`src/rtl/wb_stage_pkg.sv`:
```
// Shared writeback-stage definitions: datapath widths, FSM state encodings
// and the timeout-counter sizing helper.
package wb_stage_pkg;

  localparam int WORD_WIDTH           = 32;
  localparam int REG_FILE_DEPTH       = 4;
  localparam int LOAD_TIMEOUT_DEFAULT = 15;

  typedef enum logic {
    WB_IDLE      = 1'b0,
    WB_LOAD_WAIT = 1'b1
  } wb_state_e;

  function automatic int cnt_width(input int timeout);
    return $clog2(timeout + 1);
  endfunction

endpackage

```
`src/rtl/wb_stage.sv`:
```
// Writeback stage: registers the MEM result onto the register-file write port,
// stalling upstream while a load waits on data memory, with a timeout abort.
module wb_stage
  import wb_stage_pkg::*;
#(
  parameter int LOAD_TIMEOUT = LOAD_TIMEOUT_DEFAULT
) (
  input  logic                      clk,
  input  logic                      rst,
  input  logic                      mem_valid,
  input  logic                      mem_WB_en,
  input  logic                      mem_R_en,
  input  logic [REG_FILE_DEPTH-1:0] mem_dest,
  input  logic [WORD_WIDTH-1:0]     mem_alu_res,
  input  logic [WORD_WIDTH-1:0]     dmem_rdata,
  input  logic                      dmem_rvalid,
  output logic                      mem_stall,
  output logic                      WB_en,
  output logic [REG_FILE_DEPTH-1:0] WB_dest,
  output logic [WORD_WIDTH-1:0]     WB_result,
  output logic                      dmem_err
);

  localparam int                 CNT_W   = cnt_width(LOAD_TIMEOUT);
  localparam logic [CNT_W-1:0]   CNT_MAX = CNT_W'(LOAD_TIMEOUT);

  wb_state_e                 r_state;
  logic [CNT_W-1:0]          r_cnt;
  logic                      r_wb_en;
  logic [REG_FILE_DEPTH-1:0] r_wb_dest;
  logic [WORD_WIDTH-1:0]     r_wb_result;
  logic                      r_dmem_err;
  logic                      w_timeout;
  logic                      w_stall;

  // A waiting load stalls until data arrives, a flush, or the timeout cycle.
  always_comb begin
    w_timeout = (r_cnt == CNT_MAX);
    w_stall   = 1'b0;
    case (r_state)
      WB_IDLE: begin
        if (mem_valid && mem_R_en && !dmem_rvalid) w_stall = 1'b1;
        else                                        w_stall = 1'b0;
      end
      WB_LOAD_WAIT: begin
        if (mem_valid && !dmem_rvalid && !w_timeout) w_stall = 1'b1;
        else                                          w_stall = 1'b0;
      end
      default: w_stall = 1'b0;
    endcase
  end

  // Writeback FSM, timeout counter and registered write port.
  always_ff @(posedge clk or negedge rst) begin
    if (!rst) begin
      r_state     <= WB_IDLE;
      r_cnt       <= '0;
      r_wb_en     <= 1'b0;
      r_wb_dest   <= '0;
      r_wb_result <= '0;
      r_dmem_err  <= 1'b0;
    end else begin
      case (r_state)
        WB_IDLE: begin
          if (!mem_valid) begin
            r_wb_en <= 1'b0;
          end else if (!mem_R_en) begin
            r_wb_en     <= mem_WB_en;
            r_wb_dest   <= mem_dest;
            r_wb_result <= mem_alu_res;
          end else if (dmem_rvalid) begin
            r_wb_en     <= mem_WB_en;
            r_wb_dest   <= mem_dest;
            r_wb_result <= dmem_rdata;
          end else begin
            r_wb_en <= 1'b0;
            r_state <= WB_LOAD_WAIT;
            r_cnt   <= CNT_W'(1);
          end
        end
        WB_LOAD_WAIT: begin
          r_wb_en <= 1'b0;
          if (!mem_valid) begin
            r_state <= WB_IDLE;
            r_cnt   <= '0;
          end else if (dmem_rvalid) begin
            r_wb_en     <= mem_WB_en;
            r_wb_dest   <= mem_dest;
            r_wb_result <= dmem_rdata;
            r_state     <= WB_IDLE;
            r_cnt       <= '0;
          end else if (w_timeout) begin
            // Memory never answered: drop the load and flag it permanently.
            r_dmem_err <= 1'b1;
            r_state    <= WB_IDLE;
            r_cnt      <= '0;
          end else begin
            r_cnt <= r_cnt + CNT_W'(1);
          end
        end
        default: begin
          r_wb_en <= 1'b0;
          r_state <= WB_IDLE;
          r_cnt   <= '0;
        end
      endcase
    end
  end

  assign mem_stall = w_stall;
  assign WB_en     = r_wb_en;
  assign WB_dest   = r_wb_dest;
  assign WB_result = r_wb_result;
  assign dmem_err  = r_dmem_err;

endmodule

```
`config.mk`:
```
export PLATFORM = sky130hd
export DESIGN_NAME = wb_stage
export DESIGN_NICKNAME = d
export VERILOG_FILES = /design/src/rtl/wb_stage_pkg.sv /design/src/rtl/wb_stage.sv
export SDC_FILE = /design/constraint.sdc
export NUM_CORES = 1
export LEC_CHECK = 0
export CORE_MARGIN = 5
export CORE_UTILIZATION = 39
export CTS_CLUSTER_DIAMETER = 50
export DETAILED_ROUTE_END_ITERATION = 16
export GPL_TIMING_DRIVEN = 0
export PLACE_DENSITY = 0.86
export SYNTH_ARGS = -nofsm -noshare
export SYNTH_HDL_FRONTEND = slang
export SYNTH_SLANG_ARGS = --single-unit
```
`constraint.sdc`:
```
create_clock -name clk -period 1.9 [get_ports clk]
set_input_delay 0.38 -clock clk [delete_from_list [all_inputs] [get_ports clk]]
set_output_delay 0.38 -clock clk [all_outputs]
set_load 0.02 [all_outputs]
```
==> results of run 1 <==
metrics by stage:
stage               total power, mW  setup slack [ps]  hold WS, ps  TNS, ps  instances
floorplan                     1.580             207.1        84.41        0        144
global placement              2.062            -713.5        461.5   -36440        326
detailed placement            2.089            -502.5        260.7    -6314        327
CTS                           2.652             24.42        470.2        0        337
global route                  2.754             11.91        493.2        0        337
finish                        2.609             92.96        482.7        0        337
worst max-delay path by stage:
stage | slack [ps] | endpoint | startpoint
after global routing | 10 | mem_stall | r_cnt[0]
after global placement | -710 | WB_result[15] | rst
after CTS | 20 | mem_stall | r_cnt[0]
after floorplan | 210 | mem_stall | r_cnt[0]
final | 90 | mem_stall | mem_valid
after detailed placement | -500 | mem_stall | mem_R_en
flip-flops by register name (all words and copies together), names as in the netlist:
signal and count:
WB_result 32, r_cnt 4, r_state 1, dmem_err 1, WB_dest 4, WB_en 1
final cells by class:
| type | instances | area [sq um] |
|---|---|---|
| Sequential cell | 43 | 1077 |
| Timing Repair Buffer | 115 | 1150 |
| Clock buffer | 7 | 76.32 |
| Tap cell | 70 | 87.58 |
| Multi-Input combinational cell | 92 | 973.4 |
| Inverter | 2 | 7.507 |
| Buffer | 7 | 78.83 |
| Clock inverter | 1 | 5.005 |
| Fill cell | 417 | 1749 |
kinds of logic after synthesis:
| logic type | share of synthesized area [%] |
|---|---|
| multiplexers | 36.06 |
| flip-flops | 50.68 |
| AND/OR/NAND/NOR | 4.656 |
| AO/OA/AOI/OAI | 3.536 |
| adder cells (fa/ha/maj) | 0.5892 |
| XOR/XNOR | 0.4126 |
| buffers and inverters | 4.066 |
power by group:
| group | switching, mW | internal [mW] |
|---|---|---|
| logic | 0.379 | 0.556 |
| clock network | 0.289 | 0.258 |
| registers | 0.0716 | 1.06 |
routing by layer:
layer  vias up  global-route usage, %  wire (um)
met1       780                  16.63       2024
met2        64                  26.68       2602
met3         2                  6.614        446
li1        768                      -          -
met5         -                      0          0
met4         0                  3.509         13
repair_timing:
item | in CTS | in global routing
setup endpoints to repair | 1 | 1
pin swaps | 1 | 0
buffers inserted | 1 | 0
hold buffers | 1 | 0
gates resized for setup | 7 | 3
hold endpoints to repair | 9 | 0
cell usage in the layout, fill, tap and decap left out, types with 2 or more instances in the layout:
cell type | Yosys | layout
buf_4 | 0 | 2
buf_6 | 7 | 7
clkbuf_1 | 0 | 2
clkbuf_8 | 0 | 5
clkdlybuf4s50_1 | 0 | 109
dfrtp_1 | 43 | 42
inv_1 | 2 | 2
mux2_2 | 68 | 68
nor2_1 | 2 | 2
nor2b_1 | 2 | 2
nor3_1 | 2 | 2
==> impl_results.md, run 1 <==
- Vias in the first global route: between 1,500 and 2,000
- Area Overhead vs Synth: 62.76%
- WL per Instance: between 15 and 20 um
- Max cap viols: 0
- Crit-path leading delay family: buffers and inverters
- Core Util, Final: 66.39%
- Crit share post-route: between 90 and 100%
- Synth warn: 0
- Post-synthesis cell count: 144
- Total grt overflow: 0
- Synthesized area per cell: between 10 and 15 sq um
- DR iter-0 viols: 16
- Skew-Pair Late Insertion Delay: between 200 and 300 ps
- Standby leakage power: between 1 and 1.5 nW
- Crit path largest cell delay: roughly 610 ps
- Final wirelength: between 5000 and 6000 um
- Die height: between 80 and 90 um
- Top cell type's share of synthesized area: 50.68%
- Final antenna-violating net count: 0
- Antenna violations before repair: 0
- Synth top cells by count: 68 x mux2_2, 43 x dfrtp_1, 7 x buf_6
- Share of layout cells above drive strength 1: 33.71%
- Max Fanout on Critical Path: 5
- Startpoint types: input pin
- Fin area: roughly 3500 sq um
- Layout net count: between 300 and 400
- Max Clock Skew: 1.648 ps
- Max IR drop VDD: approximately 0.52 mV
- Clock sinks: 43
- DRC: 0
- First-pass DRT Iterations: 5
- Synth Register Bits: 43
- Slew HR: between 70% and 80%
- Cell Rows: 26
- WP data required: approximately 1500 ps
- Worst setup EP type: output port
- R2R setup slack: ~240 ps
- R2R depth: 5
- WS Path Type: input pin to output port
- Critical Path AT: about 1400 ps
- Hold Fails Final Rpt: 0
- EDFF count, synth: 0
- Diode count: 0
- Reg2reg end: WB_result[9]
- Die width: approximately 84 um
- Peak Freq: ~0.55 GHz
- Reg2reg start: r_state
- Worst min path class: input pin to async pin
- Synth top area cells: dfrtp_1 51%, mux2_2 36%, buf_6 3.7%, nor2_8 0.94%, o21ai_4 0.77%
- Post-synth top area cell: dfrtp_1
- Worst path bufs/invs: 2
- Count leader, synth: mux2_2
- H-Tree Depth: 2
- Final setup violation count: 0
- Final Critical Period: around 1800 ps
- Ports: around 110
- Die area: ~7000 sq um
- Distinct cells, synth: 24
- PwrDens: roughly 760 nW/um^2
- Syn nets: 219
- Register area share after synthesis: 50.68%
- RSZ-0062 raised after global routing: no
- Routability Congestion: ~0.70
- All-Layer GR Usage: ~15%
- Cell Area, Synth: 2123 sq um
- Outcome: completed
- CTS tree: built
- Initial Util: 40.79%
- Critical-path top delay cell: clkdlybuf4s50_1
- Slew @ Worst Pin: just under 400 ps
- First-pass GRT wire length: between 8000 and 9000 um
- Num CTS Buffers: 5
- CORE AREA: roughly 5200 sq um
- Ys flop type: dfrtp_1
- Dpl cell area: ~3300 sq um
- I/O Buffers: about 110
- Number of vias per cell: approximately 4.8
- Root Buffer: clkbuf_8
- Cell breakdown of the critical path: clkdlybuf4s50_1 > nand2b_4 > nor3b_2 > buf_4
- Reg clk slew, reported paths: ~80 ps
- Largest net degree at the start of global routing: 35
- Post-synthesis async set-or-reset flop share: 100.0%
- Final HPWL DP: 4034 um
- Clock Path Buffers: 2
- Final Slew Violations: 0
- Number of cells on the critical path: 4
- Vias post-DR: between 1,500 and 2,000
Note: power is estimated with default switching activity, not from simulation.
==> run 2, diff against run 1 <==
--- a/config.mk
+++ b/config.mk
@@ -5,7 +5,6 @@
 export SDC_FILE = /design/constraint.sdc
 export NUM_CORES = 1
 export LEC_CHECK = 0
-export CORE_MARGIN = 5
 export CORE_UTILIZATION = 39
 export CTS_CLUSTER_DIAMETER = 50
 export DETAILED_ROUTE_END_ITERATION = 16
==> constraint.sdc (replaced) <==
create_clock -name clk -period 2 [get_ports clk]
set_input_delay 0.4 -clock clk [delete_from_list [all_inputs] [get_ports clk]]
set_output_delay 0.4 -clock clk [all_outputs]
set_load 0.02 [all_outputs]
==> run 2 against run 1 <==
Effect of this change:
- die area is 18% lower
- worst setup slack worse by 15 ps
- global-route usage is 2.4 points higher
- clock power is 9.0% higher
- first-iteration DRC count grew to 2.8 times the previous value
- critical path depth stayed put
- sequential share of layout area hardly changed
- core utilization is 0.42 points higher
- final cell count is 0.59% lower
- critical endpoint unchanged
- largest power group unchanged
==> impl_results.md, run 2 (synthesis gave the netlist of run 1 again) <==
- Commonest non-fill, non-tap cells in the layout: 109 x clkdlybuf4s50_1, 68 x mux2_2, 43 x dfrtp_1, 7 x buf_6, 7 x clkbuf_8 (was 109 x clkdlybuf4s50_1, 68 x mux2_2, 42 x dfrtp_1, 7 x buf_6, 5 x clkbuf_8)
- Critical Path AT: 1520 ps (was 1430 ps)
- Max Clock Skew: 6.540 ps (was 1.648 ps)
- Initial Util: 41.05% (was 40.79%)
- Diode count: 0 (unchanged)
- Cell breakdown of the critical path: ha_1 > nand4_1 > nor3b_1 > buf_2 (was clkdlybuf4s50_1 > nand2b_4 > nor3b_2 > buf_4)
- Setup ws final: 77.64 ps (was 92.96 ps)
- Worst min path class: input pin to async pin (unchanged)
- Fin area: 3456 sq um (unchanged)
- Max Fanout on Critical Path: 5 (unchanged)
- Antenna violations before repair: 0 (unchanged)
- Total grt overflow: 0 (unchanged)
- Area Overhead vs Synth: 62.76% (unchanged)
- Peak Freq: 0.5202 GHz
- Vias post-DR: 1,625 (was 1,614)
- Final Critical Period: around 1900 ps
- CTS tree: built (unchanged)
- Number of flip-flops in the largest register: 32 (unchanged)
- WS Path Type: flip-flop to output port (was input pin to output port)
- Standby leakage power: 1.408 nW (was 1.405 nW)
- Final Slew Violations: 0 (unchanged)
- Skew-Pair Late Insertion Delay: 290 ps (about the same)
- Die width: 75.79 um (was 83.79 um)
- Worst setup EP type: output port (unchanged)
- Reg2reg start: r_state (unchanged)
- Crit share post-route: a little over nine tenths
- Hold Fails Final Rpt: 0 (unchanged)
- Setup TNS: 0 ps (unchanged)
- PwrDens: 737.6 nW/um^2 (was 755.1 nW/um^2)
- Crit path largest cell delay: 430 ps (was 610 ps)
- H-Tree Depth: 2 (unchanged)
- Root Buffer: clkbuf_8 (unchanged)
- DR iter-0 viols: 45 (was 16)
- Reg clk slew, reported paths: 80 ps (about the same)
- DRC: 0 (unchanged)
- Worst path bufs/invs: 1 (was 2)
- Final setup violation count: 0 (unchanged)
- Crit-path leading delay family: flip-flops (was buffers and inverters)
- Die height: 75.79 um (was 83.79 um)
- I/O Buffers: 112 (unchanged)
- Placement Setup Slack: -450.8 ps (was -502.5 ps)
- Critical-path top delay cell: dfrtp_1 (was clkdlybuf4s50_1)
- First-pass GRT wire length: 7279 um (was 8514 um)
- Outcome: completed (unchanged)
- Core Util, Final: 66.81% (was 66.39%)
- Final wirelength: 4660 um (was 5086 um)
- Cell Rows: 26 (unchanged)
- Vias in the first global route: 1,589 (was 1,743)
- Startpoint types: flip-flop (was input pin)
- RSZ-0062 raised after global routing: no (unchanged)
- Slew @ Worst Pin: 556.6 ps (was 390.7 ps)
- Most common cell after layout, fill and taps aside: clkdlybuf4s50_1 (unchanged)
- WP data required: 1600 ps (was 1520 ps)
- Final antenna-violating net count: 0 (unchanged)
- R2R setup slack: 350 ps (was 240 ps)
- All-Layer GR Usage: 17.47% (was 15.09%)
- Clock sinks: 43 (unchanged)
- CORE AREA: 5172 sq um (was 5205 sq um)
- Layout net count: 339 (was 341)
- Largest net degree at the start of global routing: 23 (was 35)
- Die area: 5743 sq um (was 7020 sq um)
- Final total power: 2.549 mW (was 2.609 mW)
- R2R depth: 5 (unchanged)
- Fill cells: 392 (was 417)
- WL per Instance: 13.91 um (was 15.09 um)
- Dpl cell area: 3354 sq um (was 3347 sq um)
- Reg2reg end: WB_result[10] (was WB_result[9])
- Ports: 113 (unchanged)
- Share of layout cells above drive strength 1: 33.21% (was 33.71%)
- Clock Path Buffers: 2 (unchanged)
- Num CTS Buffers: 5 (unchanged)
- Final HPWL DP: 3606 um (was 4034 um)
- Max IR drop VDD: 0.3947 mV (was 0.5197 mV)
- First-pass DRT Iterations: 4 (was 5)
- Number of vias per cell: 4.851 (was 4.789)
- Slew HR: 62.89% (was 73.85%)
- Routability Congestion: 0.6582 (was 0.7038)
- Max cap viols: 0 (unchanged)
==> run 2: how the worst max path moves through the flow <==
| stage | start | to | slack (ps) | cells past startpoint |
|---|---|---|---|---|
| 5_1_grt | r_cnt[0] | mem_stall | 3 | 4 |
| 6_report | r_cnt[0] | mem_stall | 80 | 4 |
| 4_1_cts | r_cnt[0] | mem_stall | 60 | 4 |
| 2_1_floorplan | r_cnt[0] | mem_stall | 290 | 3 |
| 3_5_place_dp | mem_R_en | mem_stall | -450 | 5 |
| 3_3_place_gp | rst | WB_result[12] | -630 | 1 |
==> run 2: power breakdown <==
group | total [mW] | switching [mW] | internal (mW)
Clock | 0.596 | 0.281 | 0.315
Sequential | 1.07 | 0.0684 | 1.00
Combinational | 0.882 | 0.355 | 0.527
Total | 2.55 | 0.705 | 1.84
==> run 2: worst register-to-register path: stages, from the launching register on <==
cell	delay [ps]
dfrtp_1	380
buf_6	140
nor2_8	220
buf_6	190
mux2_2	350
mux2_2	260
==> run 2: what timing repair did <==
item,in CTS,in global routing
setup endpoints to repair,1,0
resized for setup,7,0
endpoints found under the hold margin,0,0
hold buffers,0,0
setup buffers,0,0
==> run 2: stage by stage <==
step	cells	hold WS [ps]
2_1_floorplan	144	104.4
3_3_place_gp	326	461.3
3_5_place_dp	327	418.2
4_1_cts	335	96.88
5_1_grt	335	120.0
6_report	335	89.03
==> run 2: routing by layer <==
| layer | GRT usage [%] | vias up | wire (um) |
|---|---|---|---|
| li1 | - | 763 | - |
| met4 | 6.173 | 0 | 56 |
| met2 | 29.99 | 69 | 2374 |
| met3 | 6.746 | 6 | 431 |
| met5 | 0 | - | 0 |
| met1 | 19.78 | 787 | 1797 |
==> run 2: area by class of cell <==
cell class                 count  area (sq um)  share of cell area (%)
clock buffer                   8         100.1                   2.896
multi-input combinational     92         968.4                   28.02
sequential                    43          1076                   31.14
tap                           70         87.58                   2.534
inverter                       2         7.507                  0.2172
timing repair buffer         113          1137                   32.91
buffer                         7         78.83                   2.281
